### config.mk
export PLATFORM = sky130hd
export DESIGN_NAME = multi_operand_reducer
export DESIGN_NICKNAME = d
export VERILOG_FILES = /design/src/rtl/reducer_pkg.sv /design/src/rtl/reduce_alu.sv /design/src/rtl/multi_operand_reducer.sv
export SDC_FILE = /design/constraint.sdc
export NUM_CORES = 1
export LEC_CHECK = 0
export ABC_AREA = 1
export ABC_CLOCK_PERIOD_IN_PS = 2400
export CAP_MARGIN = 15
export CORE_MARGIN = 2
export CORE_UTILIZATION = 59
export DETAILED_ROUTE_END_ITERATION = 10
export DONT_BUFFER_PORTS = 1
export GPL_TIMING_DRIVEN = 0
export HOLD_SLACK_MARGIN = 0.05
export PLACE_DENSITY = 0.86
export SYNTH_ARGS = -nofsm -noshare
export SYNTH_HDL_FRONTEND = slang
export SYNTH_HIERARCHICAL = 1
export SYNTH_SLANG_ARGS = --single-unit
### constraint.sdc
create_clock -name clk -period 2.4 [get_ports clk]
set_input_delay 0.24 -clock clk [delete_from_list [all_inputs] [get_ports clk]]
set_output_delay 0.24 -clock clk [all_outputs]
set_load 0.02 [all_outputs]
### src/rtl/reducer_pkg.sv
// Shared encodings for the multi-operand reducer: operation select and FSM states.
package reducer_pkg;

  localparam logic [1:0] MODE_MAX = 2'b00;
  localparam logic [1:0] MODE_MIN = 2'b01;
  localparam logic [1:0] MODE_SUM = 2'b10;
  localparam logic [1:0] MODE_XOR = 2'b11;

  typedef enum logic [1:0] {
    S_IDLE = 2'b00,
    S_RUN  = 2'b01,
    S_DONE = 2'b10
  } state_e;

endpackage

### src/rtl/reduce_alu.sv
// Combinational fold step: combines the running accumulator with one operand.
module reduce_alu
  import reducer_pkg::*;
#(
  parameter int unsigned WIDTH = 5
) (
  input  logic [WIDTH-1:0] a,
  input  logic [WIDTH-1:0] b,
  input  logic [1:0]       mode,
  output logic [WIDTH-1:0] y,
  output logic             sat_flag
);

  logic [WIDTH:0] sum;

  assign sum = {1'b0, a} + {1'b0, b};

  always_comb begin
    y        = a;
    sat_flag = 1'b0;
    unique case (mode)
      MODE_MAX: y = (b > a) ? b : a;
      MODE_MIN: y = (b < a) ? b : a;
      MODE_SUM: begin
        // Carry out means the true sum no longer fits; clamp to all-ones.
        if (sum[WIDTH]) begin
          y        = '1;
          sat_flag = 1'b1;
        end else begin
          y = sum[WIDTH-1:0];
        end
      end
      MODE_XOR: y = a ^ b;
    endcase
  end

endmodule

### src/rtl/multi_operand_reducer.sv
// Multi-cycle reducer: latches N operands on start, folds one per cycle, pulses done.
module multi_operand_reducer
  import reducer_pkg::*;
#(
  parameter int unsigned WIDTH = 5,
  parameter int unsigned N     = 4
) (
  input  logic                 clk,
  input  logic                 rst,
  input  logic                 start,
  input  logic [1:0]           mode,
  input  logic [N*WIDTH-1:0]   operands,
  output logic                 busy,
  output logic                 done,
  output logic [WIDTH-1:0]     result,
  output logic                 overflow
);

  localparam int unsigned IDXW = (N > 1) ? $clog2(N) : 1;
  localparam logic [IDXW-1:0] LastIdx = IDXW'(N - 1);

  state_e           state_q, state_d;
  logic [WIDTH-1:0] ops_q [N];
  logic [1:0]       mode_q;
  logic [WIDTH-1:0] acc_q;
  logic [IDXW-1:0]  idx_q;
  logic             sat_q;
  logic [WIDTH-1:0] result_q;
  logic             overflow_q;

  logic             accept;
  logic [WIDTH-1:0] alu_y;
  logic             alu_sat;

  reduce_alu #(
    .WIDTH (WIDTH)
  ) u_alu (
    .a        (acc_q),
    .b        (ops_q[idx_q]),
    .mode     (mode_q),
    .y        (alu_y),
    .sat_flag (alu_sat)
  );

  always_comb begin
    state_d = state_q;
    accept  = 1'b0;
    unique case (state_q)
      S_IDLE, S_DONE: begin
        if (start) begin
          accept  = 1'b1;
          state_d = S_RUN;
        end else begin
          state_d = S_IDLE;
        end
      end
      S_RUN: begin
        if (idx_q == LastIdx) state_d = S_DONE;
      end
      default: state_d = S_IDLE;
    endcase
  end

  always_ff @(posedge clk) begin
    if (rst) begin
      state_q    <= S_IDLE;
      mode_q     <= '0;
      acc_q      <= '0;
      idx_q      <= '0;
      sat_q      <= 1'b0;
      result_q   <= '0;
      overflow_q <= 1'b0;
      for (int i = 0; i < int'(N); i++) ops_q[i] <= '0;
    end else begin
      state_q <= state_d;
      if (accept) begin
        for (int i = 0; i < int'(N); i++) ops_q[i] <= operands[i*WIDTH +: WIDTH];
        mode_q <= mode;
        acc_q  <= operands[0 +: WIDTH];
        idx_q  <= IDXW'(1);
        sat_q  <= 1'b0;
      end else if (state_q == S_RUN) begin
        acc_q <= alu_y;
        idx_q <= idx_q + IDXW'(1);
        sat_q <= sat_q | alu_sat;
        // Visible outputs change only when an operation completes.
        if (idx_q == LastIdx) begin
          result_q   <= alu_y;
          overflow_q <= sat_q | alu_sat;
        end
      end
    end
  end

  assign busy     = (state_q == S_RUN);
  assign done     = (state_q == S_DONE);
  assign result   = result_q;
  assign overflow = overflow_q;

endmodule

==> implementation parameters, run 1 <==
Parameter                              Value

Place
  Routability Congestion ... 0.894
  Half-perimeter wire length after detailed placement ... 3690 um
  Cell Count Post-Placement ... 372
  Total of buffers placed on input and output ports ... 0

Detailed routing
  Initial detailed-routing violation count ... 184
  Met3 routed WL ... 289 um
  Routed length on met2 ... approximately 2800 um
  Total iterations of the first detailed-routing run ... 5
  Via total after detailed routing ... 2179
  Average detailed-routed wire length per instance ... ~14 um
  M1 wire length ... 2310 um
  Post-detailed-routing wire length ... roughly 5500 um
  Final routed DRC violation total ... 0
  Final antenna-violating net count ... 0
  Highest routing layer actually used ... met4
  Detail-routed via count per cell ... between 5 and 6

Clock network
  CTS Sinks ... 38
  Clock latency at the later pin of the worst-skew pair ... 0.29 ns
  Maximum clock insertion buffer count ... 2
  Clock slew seen by the registers of the worst setup and hold paths ... around 0.080 ns
  Buffer type at the clock tree root ... sky130_fd_sc_hd__clkbuf_8
  Cts bufs inserted ... 5
  Clock tree from TritonCTS ... done
  Number of H-tree levels ... 2

Floorplanning
  Area of the die ... 4540 um^2
  Height of the die ... 67.4 um
  Floorplan core area ... 3940 um^2
  Number of placement rows ... 23
  Floorplan die width ... 67.4 um
  # IOs ... 33
  Initial core utilization ... approximately three fifths

Timing
  Final min period ... roughly 2.4 ns
  Worst slew slack as a fraction of its limit ... between 70% and 80%
  Largest clock skew in the final design ... 0.0141 ns
  Final cycle utilization of the critical path ... 98.2%
  Final slew viol count ... 0
  Worst Hold Margin ... 0.0866 ns
  Worst Tran Pin Value ... 0.443 ns
  RSZ-0062 raised after global routing ... true
  Hold violation total from the final report ... 0
  Setup violators final ... 0
  F_max ... 424 MHz

Critical path
  Data arrival time of the critical path ... 2.58 ns
  Setup slack of the most critical reg-to-reg path ... between 0.04 and 0.05 ns
  Worst endpoint required time ... 2.62 ns
  Startpoint-to-endpoint class of the critical path ... reg -> reg
  Worst Setup End Kind ... flop
  CP Launch Type ... flop
  Worst Path Max Fanout ... 10

Layout
  Total inserted antenna cells ... 0
  Utilization of the core after routing ... between 70% and 80%
  Commonest cells after routing, fill and taps aside ... sky130_fd_sc_hd__nand2_1 (60), sky130_fd_sc_hd__inv_1 (50), sky130_fd_sc_hd__nor2_1 (50)
  Ratio of cells with drive above 1 in the final layout ... 24.3%
  Number of cells in the finished layout apart from fillers ... 396
  Area overhead of the layout relative to synthesis ... 20.8%
  Net count of the finished layout ... 382
  Most common library cell in the layout ignoring fill and taps ... sky130_fd_sc_hd__nand2_1

Synth
  Post-synthesis instance area ... approximately 2400 um^2
  Unique cell type count in the Yosys netlist ... 25
  Register bit total from synthesis ... 38
  Post-Synthesis Cells ... 322
  Sequential cell area fraction in the yosys report ... 40.6%
  Count of synthesis-stage warnings from yosys ... 6
  Avg Inst Size Synth ... 7.36 um^2
  Net count of the mapped netlist ... 359

Power
  Net load switching power ... 954 uW
  Proportion of total power due to net switching ... 40.0%
  Sequential group share of total power ... 33.3%
  Combinational fraction of design power ... 49.1%
  Total internal power ... 1430 uW
  Share of total power in the clock network ... between 10% and 20%
  Worst-case vdd ir drop ... 515 uV
  Power per cell area ... 834 nW/um^2
  LEAKAGE ... ~0.0014 uW

Global route
  Number of antenna violations at the first check in global routing ... 0
  Largest net degree at the start of global routing ... 23
  Total GRT Usage ... 24.1%
  Overflow left after global routing ... 0
  Via count of the first global-routing pass ... approximately 1.8k
  First-pass GRT wire length ... approximately 8000 um

Min path
  Min-Delay Path Class ... in -> reg

Run
  Count of max-cap constraint violations ... 0

Status
  Run status ... completed
## stage by stage
| step | setup WS, ns | area, um^2 | total power (uW) | setup TNS [ns] |
|---|---|---|---|---|
| floorplan | 0.223 | 2370 | 1470 | 0 |
| global placement | -0.231 | 2430 | 1610 | -1.12 |
| detailed placement | -0.291 | 2430 | 1640 | -1.40 |
| CTS | -0.00199 | 2630 | 2140 | -0.00366 |
| global route | -0.0825 | 2860 | 2520 | -0.183 |
| finish | 0.0440 | 2860 | 2380 | 0 |
## worst paths after layout
| path | start | endpoint | depth (start not counted) |
|---|---|---|---|
| min | mode[0] | mode_q[0] | 2 |
| min reg2reg | sat_q | sat_q | 2 |
| max reg2reg | idx_q[0] | acc_q[3] | 17 |
| max | idx_q[0] | acc_q[3] | 17 |
## per-layer routing
layer  up-vias  GRT usage [%]
li1       1070              -
met1      1003           29.0
met2        91           41.8
met3        15           4.83
met4         0           9.95
met5         -              0
## area by class of cell
cell class,count,area [um^2]
buffer,7,80.1
clock buffer,6,72.6
clock inverter,2,10.0
fill,296,1080
inverter,59,226
multi-input combinational,218,1320
sequential,38,966
tap,50,62.6
timing repair buffer,16,126
## Yosys cell counts
| library cell | number | area, um^2 |
|---|---|---|
| sky130_fd_sc_hd__a21oi_1 | 10 | 50.1 |
| sky130_fd_sc_hd__o22ai_1 | 5 | 31.3 |
| sky130_fd_sc_hd__buf_2 | 3 | 15.0 |
| sky130_fd_sc_hd__nand2_4 | 2 | 22.5 |
| sky130_fd_sc_hd__o21ai_1 | 1 | 5.00 |
| sky130_fd_sc_hd__buf_6 | 3 | 33.8 |
| sky130_fd_sc_hd__inv_2 | 3 | 11.3 |
| sky130_fd_sc_hd__inv_4 | 1 | 6.26 |
| sky130_fd_sc_hd__or2_2 | 2 | 12.5 |
| sky130_fd_sc_hd__fa_1 | 1 | 20.0 |
| sky130_fd_sc_hd__buf_8 | 1 | 15.0 |
| sky130_fd_sc_hd__o31ai_1 | 1 | 7.51 |
| sky130_fd_sc_hd__dfxtp_1 | 18 | 360 |
| sky130_fd_sc_hd__nand2_2 | 7 | 43.8 |
| sky130_fd_sc_hd__nand4_1 | 5 | 31.3 |
| sky130_fd_sc_hd__nand3_4 | 1 | 17.5 |
| sky130_fd_sc_hd__a21oi_2 | 2 | 17.5 |
| sky130_fd_sc_hd__inv_1 | 55 | 206 |
| sky130_fd_sc_hd__nor2_1 | 57 | 214 |
| sky130_fd_sc_hd__nor2_4 | 3 | 33.8 |
| sky130_fd_sc_hd__nand2_1 | 60 | 225 |
| sky130_fd_sc_hd__o21ai_0 | 16 | 80.1 |
| sky130_fd_sc_hd__ha_1 | 11 | 138 |
| sky130_fd_sc_hd__nand3_1 | 34 | 170 |
| sky130_fd_sc_hd__edfxtp_1 | 20 | 601 |
## power groups by stage
stage                     sequential (uW)  clock, uW  combinational [uW]
after floorplan                       785          0                 685
after global placement                795          0                 819
after detailed placement              797          0                 841
after CTS                             785        423                 936
after global routing                  800        445                1270
final                                 795        418                1170
## worst max-delay path, stage by stage, from the launching register on
cell,delay (ns)
sky130_fd_sc_hd__dfxtp_4,0.37
sky130_fd_sc_hd__inv_2,0.08
sky130_fd_sc_hd__buf_6,0.12
sky130_fd_sc_hd__nor2_2,0.04
sky130_fd_sc_hd__o22ai_2,0.28
sky130_fd_sc_hd__ha_4,0.28
sky130_fd_sc_hd__nand2_2,0.10
sky130_fd_sc_hd__inv_1,0.08
sky130_fd_sc_hd__nand2_4,0.08
sky130_fd_sc_hd__nand3_4,0.09
sky130_fd_sc_hd__buf_8,0.15
sky130_fd_sc_hd__nand3_1,0.08
sky130_fd_sc_hd__nand3_1,0.12
sky130_fd_sc_hd__nand3_2,0.12
sky130_fd_sc_hd__inv_2,0.04
sky130_fd_sc_hd__nand2_1,0.06
sky130_fd_sc_hd__nand2_1,0.04
sky130_fd_sc_hd__a21oi_1,0.15
## registers in the layout, indices dropped and copies added (netlist names)
name	count
ops_q	20
acc_q	5
result	5
idx_q	2
mode_q	2
state_q	2
overflow	1
sat_q	1
## cell families after synthesis
logic type	synth area share (%)
AOI/OAI and AO/OA	8.08
adders and majority gates	6.66
buffers and inverters	12.1
DFF	40.6
and+or+nand+nor	32.5
## repair_timing
item,4_1_cts,5_1_grt
endpoints found under the hold margin,2,0
resized for setup,18,43
pin swaps,4,16
endpoints found under the setup margin,11,11
hold buffers,1,0
setup buffers,4,10
cloned,0,1
Note: power is estimated with default switching activity, not from simulation.
==> run 2: changes to the inputs <==
- RECOVER_POWER: not set -> 100
==> run 2 against run 1 <==
  * Global-route usage did not move
  * Wire length rose by 0.11%
  * Setup slack improved by 0.0087 ns
  * Worst hold slack got worse by 0.0022 ns
  * Combinational power barely moved
  * Via count fell by 0.14%
  * Sequential power barely moved
  * Utilization fell by 0.70 points
==> implementation parameters, run 2 (synthesis gave the netlist of run 1 again) <==
Parameter                              Value

Layout
  Utilization of the core after routing ... 71.9% (was 72.5%)
  Total inserted antenna cells ... 0 (unchanged)
  Area overhead of the layout relative to synthesis ... 19.6% (was 20.8%)
  Max reg flops ... 20 (unchanged)
  Commonest cells after routing, fill and taps aside ... sky130_fd_sc_hd__nand2_1 (62), sky130_fd_sc_hd__inv_1 (51), sky130_fd_sc_hd__nor2_1 (51) (was sky130_fd_sc_hd__nand2_1 (60), sky130_fd_sc_hd__inv_1 (50), sky130_fd_sc_hd__nor2_1 (50))
  Most common library cell in the layout ignoring fill and taps ... sky130_fd_sc_hd__nand2_1 (unchanged)
  Multi-input logic area ... 1300 um^2 (was 1320 um^2)
  Seq. cell area ... 966 um^2 (unchanged)
  Number of cells in the finished layout apart from fillers ... 396 (unchanged)
  Net count of the finished layout ... 382 (unchanged)
  Largest Register ... ops_q (unchanged)
  Ratio of cells with drive above 1 in the final layout ... 22.5% (was 24.3%)
  Number of inserted filler cells in the final layout ... 299 (was 296)

Global route
  First-pass GRT wire length ... 8050 um (unchanged)
  Number of antenna violations at the first check in global routing ... 0 (unchanged)
  Overflow left after global routing ... 0 (unchanged)
  Via count of the first global-routing pass ... 1849 (unchanged)
  Total GRT Usage ... 24.1% (unchanged)
  Largest net degree at the start of global routing ... 23 (unchanged)

Clock network
  CTS Sinks ... 38 (unchanged)
  Number of H-tree levels ... 2 (unchanged)
  Clock tree from TritonCTS ... done (unchanged)
  Clock slew seen by the registers of the worst setup and hold paths ... 0.08 ns (about the same)
  Buffer type at the clock tree root ... sky130_fd_sc_hd__clkbuf_8 (unchanged)
  Clock latency at the later pin of the worst-skew pair ... 0.29 ns (about the same)
  Maximum clock insertion buffer count ... 2 (unchanged)
  Cts bufs inserted ... 5 (unchanged)

Power
  LEAKAGE ... 0.00139 uW (was 0.00140 uW)
  Power per cell area ... 840 nW/um^2 (was 834 nW/um^2)
  Power Total ... 2380 uW (about the same)
  Worst-case vdd ir drop ... 515 uV (about the same)

Floorplanning
  # IOs ... 33 (unchanged)
  Floorplan die width ... 67.4 um (unchanged)
  Floorplan core area ... 3940 um^2 (unchanged)
  Number of placement rows ... 23 (unchanged)
  Height of the die ... 67.4 um (unchanged)
  Initial core utilization ... 60.1% (unchanged)
  Area of the die ... 4540 um^2 (unchanged)

Critical path
  Worst Path Max Fanout ... 10 (unchanged)
  Worst Setup End Kind ... flop (unchanged)
  Data arrival time of the critical path ... 2.55 ns (was 2.58 ns)
  Startpoint-to-endpoint class of the critical path ... reg -> reg (unchanged)
  CP Launch Type ... flop (unchanged)
  Worst endpoint required time ... 2.61 ns (was 2.62 ns)

Timing
  Final cycle utilization of the critical path ... 97.8% (was 98.2%)
  Final min period ... 2.35 ns (was 2.36 ns)
  Largest clock skew in the final design ... 0.0137 ns (was 0.0141 ns)
  Worst slew slack as a fraction of its limit ... 46.6% (was 70.4%)
  Hold violation total from the final report ... 0 (unchanged)
  F_max ... 426 MHz (was 424 MHz)
  RSZ-0062 raised after global routing ... true (unchanged)
  Post-route setup TNS ... 0 ns (unchanged)
  Setup violators final ... 0 (unchanged)
  Final slew viol count ... 0 (unchanged)
  Worst Tran Pin Value ... 0.800 ns (was 0.443 ns)

Place
  Total of buffers placed on input and output ports ... 0 (unchanged)
  Half-perimeter wire length after detailed placement ... 3690 um (unchanged)
  Cell Count Post-Placement ... 372 (unchanged)
  Routability Congestion ... 0.894 (unchanged)

Detailed routing
  Final routed DRC violation total ... 0 (unchanged)
  Post-detailed-routing wire length ... 5520 um (was 5510 um)
  Via total after detailed routing ... 2176 (was 2179)
  Final antenna-violating net count ... 0 (unchanged)
  Average detailed-routed wire length per instance ... 13.9 um (about the same)
  Initial detailed-routing violation count ... 203 (was 184)
  Detail-routed via count per cell ... 5.49 (was 5.50)
  Total iterations of the first detailed-routing run ... 5 (unchanged)

Run
  Count of max-cap constraint violations ... 0 (unchanged)

Min path
  Min-Delay Path Class ... in -> reg (unchanged)

Status
  Run status ... completed (unchanged)
==> run 2: final timing paths <==
check	slack (ns)	from	cells after the start	end
worst max-delay path	0.05	idx_q[0]	17	acc_q[1]
worst min-delay path	0.08	mode[0]	2	mode_q[0]
worst max register to register	0.05	idx_q[0]	17	acc_q[1]
worst min register to register	0.48	sat_q	2	sat_q
==> run 2: per-stage QoR <==
step	worst slack, ns	hold WS, ns	area, um^2
floorplan	0.223	0.312	2370
global placement	-0.231	0.315	2430
detailed placement	-0.291	0.319	2430
CTS	-0.00199	0.0820	2630
global route	-0.0825	0.0968	2830
finish	0.0528	0.0844	2830
==> run 2: repair_timing <==
action,4_1_cts,5_1_grt
pin swaps,4,16
hold endpoints to repair,2,0
buffers inserted,4,10
setup endpoints to repair,11,11
resized for setup,18,43
hold buffers,1,0
gates cloned,0,1
==> run 2: critical path, stage by stage (launching register included) <==
cell	delay (ns)
sky130_fd_sc_hd__dfxtp_4	0.37
sky130_fd_sc_hd__inv_2	0.08
sky130_fd_sc_hd__buf_6	0.12
sky130_fd_sc_hd__nor2_2	0.04
sky130_fd_sc_hd__o22ai_2	0.27
sky130_fd_sc_hd__ha_4	0.28
sky130_fd_sc_hd__nand2_2	0.10
sky130_fd_sc_hd__inv_1	0.08
sky130_fd_sc_hd__nand2_4	0.08
sky130_fd_sc_hd__nand3_4	0.09
sky130_fd_sc_hd__buf_8	0.15
sky130_fd_sc_hd__nand3_1	0.07
sky130_fd_sc_hd__nand3_1	0.09
sky130_fd_sc_hd__nand3_2	0.12
sky130_fd_sc_hd__inv_1	0.05
sky130_fd_sc_hd__nand2_1	0.06
sky130_fd_sc_hd__nand2_1	0.04
sky130_fd_sc_hd__a21oi_1	0.17
==> run 2: area by class of cell <==
class,count,area share [%]
Clock buffer,6,2.56
Buffer,7,2.30
Clock inverter,2,0.353
Tap cell,50,2.21
Multi-Input combinational cell,218,46.0
Timing Repair Buffer,16,4.46
Inverter,59,7.99
Sequential cell,38,34.1
==> run 2: per-layer routing <==
| layer | track usage (%) | part of all wire [%] |
|---|---|---|
| met4 | 9.95 | 2.0 |
| met2 | 41.8 | 50 |
| met1 | 29.0 | 42 |
| met5 | 0 | 0 |
| met3 | 4.83 | 5.1 |
==> run 2: report_power, final <==
group          switching (uW)  leakage, uW  internal (uW)
Clock                     217    0.0000450            201
Combinational             689     0.000983            479
Sequential               48.1     0.000364            746
Total                     954      0.00139           1430
==> run 3: changes to the inputs <==
- ABC_AREA: 1 -> 0
- PLACE_DENSITY: 0.86 -> 0.8
==> run 3 against run 2 <==
  * The run now ends with setup timing left
  * Non-clock buffer count is 18 higher
  * Setup slack worse by 0.65 ns
  * Sequential cell count stayed put
  * Count of clock-buffer cells in the layout is 2 higher
  * Highest routed layer unchanged
  * Maximum frequency is 22% lower
  * Wire length is 4.0% lower
  * Synthesized cell count is 30% lower
==> implementation parameters, run 3 <==
Parameter                              Value

Critical path
  Setup slack of the most critical reg-to-reg path ... -0.60 ns (was 0.05 ns)
  Worst Setup End Kind ... flop (unchanged)
  CP Launch Type ... flop (unchanged)
  Data arrival time of the critical path ... 3.16 ns (was 2.55 ns)
  Worst endpoint required time ... 2.56 ns (was 2.61 ns)
  Worst Path Max Fanout ... 6 (was 10)
  Startpoint-to-endpoint class of the critical path ... reg -> reg (unchanged)

Synth
  Leading area contributor after synthesis ... sky130_fd_sc_hd__edfxtp_1 (unchanged)
  Cell types with the largest area share after synthesis ... sky130_fd_sc_hd__edfxtp_1 (26%), sky130_fd_sc_hd__dfxtp_1 (16%), sky130_fd_sc_hd__ha_1 (6.1%) (was sky130_fd_sc_hd__edfxtp_1 (25%), sky130_fd_sc_hd__dfxtp_1 (15%), sky130_fd_sc_hd__nand2_1 (9.5%))
  Post-synthesis instance area ... 2270 um^2 (was 2370 um^2)
  Unique cell type count in the Yosys netlist ... 47 (was 25)
  Asr flop ratio synth ... 0% (unchanged)
  Prevailing post-synth register cell ... sky130_fd_sc_hd__edfxtp_1 (unchanged)
  Avg Inst Size Synth ... 9.99 um^2 (was 7.36 um^2)
  Number of flops mapped to enable cells by yosys ... 20 (unchanged)
  Count leader, synth ... sky130_fd_sc_hd__nand2_1 (unchanged)
  Count of synthesis-stage warnings from yosys ... 6 (unchanged)
  Synth top cells by count ... sky130_fd_sc_hd__nand2_1 (31), sky130_fd_sc_hd__and2_1 (21), sky130_fd_sc_hd__edfxtp_1 (20) (was sky130_fd_sc_hd__nand2_1 (60), sky130_fd_sc_hd__nor2_1 (57), sky130_fd_sc_hd__inv_1 (55))
  Top-area cell type share of the netlist area ... 26.5% (was 25.4%)
  Post-Synthesis Cells ... 227 (was 322)
  Register bit total from synthesis ... 38 (unchanged)
  Net count of the mapped netlist ... 264 (was 359)
  Sequential cell area fraction in the yosys report ... 42.4% (was 40.6%)

Timing
  Final slew viol count ... 0 (unchanged)
  Worst Hold Margin ... 0.0861 ns (was 0.0844 ns)
  Setup violators final ... 12 (was 0)
  F_max ... 333 MHz (was 426 MHz)
  Hold violation total from the final report ... 0 (unchanged)
  Final cycle utilization of the critical path ... 125% (was 97.8%)
  Post-route setup TNS ... -5.31 ns (was 0 ns)
  Worst Tran Pin Value ... 0.946 ns (was 0.800 ns)
  Worst slew slack as a fraction of its limit ... 37.0% (was 46.6%)
  Final min period ... 3.00 ns (was 2.35 ns)
  Final worst-path setup slack ... -0.600 ns (was 0.0528 ns)
  Largest clock skew in the final design ... 0.00968 ns (was 0.0137 ns)
  RSZ-0062 raised after global routing ... true (unchanged)

Detailed routing
  Via total after detailed routing ... 1861 (was 2176)
  Final routed DRC violation total ... 0 (unchanged)
  Total iterations of the first detailed-routing run ... 4 (was 5)
  Final antenna-violating net count ... 0 (unchanged)
  Detail-routed via count per cell ... 5.96 (was 5.49)
  Post-detailed-routing wire length ... 5300 um (was 5520 um)
  Average detailed-routed wire length per instance ... 17.0 um (was 13.9 um)
  Initial detailed-routing violation count ... 108 (was 203)

Clock network
  Number of H-tree levels ... 2 (unchanged)
  Clock latency at the later pin of the worst-skew pair ... 0.29 ns (about the same)
  CTS Sinks ... 38 (unchanged)
  Clock tree from TritonCTS ... done (unchanged)
  Maximum clock insertion buffer count ... 2 (unchanged)
  Post-cts hold buffer count ... 0 (was 1)
  Cts bufs inserted ... 5 (unchanged)
  Buffer type at the clock tree root ... sky130_fd_sc_hd__clkbuf_8 (unchanged)
  Clock slew seen by the registers of the worst setup and hold paths ... 0.07 ns (was 0.08 ns)

Min path
  Min-Delay Path Class ... in -> reg (unchanged)

Status
  Violated checks ... setup timing
  Run status ... finished with violations (was completed)

Power
  Share of total power in the clock network ... 22.9% (was 17.6%)
  Power Total ... 1930 uW (was 2380 uW)
  Proportion of total power due to net switching ... 30.5% (was 40.1%)
  Power per cell area ... 690 nW/um^2 (was 840 nW/um^2)
  Net load switching power ... 587 uW (was 954 uW)
  Total internal power ... 1340 uW (was 1430 uW)
  LEAKAGE ... 0.00106 uW (was 0.00139 uW)
  Worst-case vdd ir drop ... 658 uV (was 515 uV)
  Sequential group share of total power ... 39.5% (was 33.4%)
  Combinational fraction of design power ... 37.6% (was 49.1%)

Layout
  Utilization of the core after routing ... 75.6% (was 71.9%)
  Number of inserted filler cells in the final layout ... 252 (was 299)
  Ratio of cells with drive above 1 in the final layout ... 29.5% (was 22.5%)
  Post-route cell area ... 2790 um^2 (was 2830 um^2)
  Commonest cells after routing, fill and taps aside ... sky130_fd_sc_hd__nand2_1 (30), sky130_fd_sc_hd__buf_4 (25), sky130_fd_sc_hd__edfxtp_1 (20) (was sky130_fd_sc_hd__nand2_1 (62), sky130_fd_sc_hd__inv_1 (51), sky130_fd_sc_hd__nor2_1 (51))
  Net count of the finished layout ... 300 (was 382)
  Total inserted antenna cells ... 0 (unchanged)
  Largest Register ... ops_q (unchanged)
  Most common library cell in the layout ignoring fill and taps ... sky130_fd_sc_hd__nand2_1 (unchanged)
  Area overhead of the layout relative to synthesis ... 23.1% (was 19.6%)
  Max reg flops ... 20 (unchanged)

Global route
  Largest net degree at the start of global routing ... 23 (unchanged)
  Via count of the first global-routing pass ... 1711 (was 1849)
  First-pass GRT wire length ... 7840 um (was 8050 um)
  Number of antenna violations at the first check in global routing ... 0 (unchanged)
  Overflow left after global routing ... 0 (unchanged)
  Total GRT Usage ... 24.3% (was 24.1%)

Place
  Half-perimeter wire length after detailed placement ... 3330 um (was 3690 um)
  Placed Instance Area ... 2380 um^2 (was 2430 um^2)
  Total of buffers placed on input and output ports ... 0 (unchanged)
  Routability Congestion ... 0.879 (was 0.894)

Floorplanning
  Area of the die ... 4350 um^2 (was 4540 um^2)
  Floorplan core area ... 3690 um^2 (was 3940 um^2)
  Height of the die ... 66.0 um (was 67.4 um)
  Initial core utilization ... 61.5% (was 60.1%)
  Floorplan die width ... 66.0 um (was 67.4 um)
  # IOs ... 33 (unchanged)
  Number of placement rows ... 22 (was 23)

Run
  Count of max-cap constraint violations ... 0 (unchanged)
-- run 3: cell types whose count changed after synthesis, sizes merged, moves of 6 or more --
cell and change:
inv -51, nor2 -43, nand2 -37, nand3 -27
and2 +21, o21ai -14, a21oi +7, mux2i +6
nand2b +6
-- run 3: metal layers --
metal | track usage [%] | share of wire, % | routed length [um] | vias up
li1 | - | - | - | 876
met1 | 30.3 | 41 | 2190 | 897
met2 | 40.8 | 51 | 2720 | 73
met3 | 4.43 | 4.7 | 250 | 15
met4 | 11.7 | 2.5 | 134 | 0
met5 | 0 | 0 | 0 | -
-- run 3: per-stage QoR --
| stage | instances | setup slack [ns] |
|---|---|---|
| 2_1_floorplan | 227 | -0.265 |
| 3_3_place_gp | 275 | -0.528 |
| 3_5_place_dp | 275 | -0.635 |
| 4_1_cts | 302 | -0.465 |
| 5_1_grt | 312 | -0.654 |
| 6_report | 312 | -0.600 |
-- run 3: kinds of logic after synthesis --
family / after synthesis / synth area share [%]
buffers and inverters: 21 / 5.96
multiplexers: 11 / 7.62
flip-flops: 38 / 42.4
XOR/XNOR: 1 / 0.718
adder cells (fa/ha/maj): 12 / 6.95
AO/OA/AOI/OAI: 45 / 14.2
AND/OR/NAND/NOR: 99 / 22.1
-- run 3: power by group through the flow --
stage	clock (uW)	combinational, uW	sequential (uW)
2_1_floorplan	0	390	764
3_3_place_gp	0	466	771
3_5_place_dp	0	479	773
4_1_cts	446	620	759
5_1_grt	474	767	765
6_report	442	724	760
-- run 3: path summary, 6_finish.rpt --
check,start,end,cells after the start
max,idx_q[0],result[3],12
min,mode[0],mode_q[0],2
max reg2reg,idx_q[0],result[3],12
min reg2reg,mode_q[0],mode_q[0],2
-- run 3: cell type report --
cell class	count	area [um^2]	share of cell area (%)
plain buffers	12	75.1	2.69
well taps	48	60.1	2.15
repair buffers	29	233	8.34
inverters	9	38.8	1.39
flip-flops and latches	38	962	34.5
multi-input cells	168	1330	47.7
clock buffers	8	90.1	3.23
-- run 3: timing repair --
action / in CTS / in global routing
setup endpoints to repair: 12 / 12
setup buffers: 19 / 10
gates resized for setup: 12 / 15
pin swaps: 21 / 19
-- run 3: worst max-delay path, cell delays in order (launching register included) --
cell                       delay [ns]
sky130_fd_sc_hd__dfxtp_2         0.34
sky130_fd_sc_hd__buf_8           0.13
sky130_fd_sc_hd__mux4_2          0.57
sky130_fd_sc_hd__ha_4            0.33
sky130_fd_sc_hd__nand2_4         0.06
sky130_fd_sc_hd__a211o_4         0.34
sky130_fd_sc_hd__a21oi_4         0.26
sky130_fd_sc_hd__buf_4           0.16
sky130_fd_sc_hd__mux2i_1         0.24
sky130_fd_sc_hd__o211ai_1        0.16
sky130_fd_sc_hd__buf_4           0.17
sky130_fd_sc_hd__nand3_2         0.05
sky130_fd_sc_hd__a21oi_1         0.06
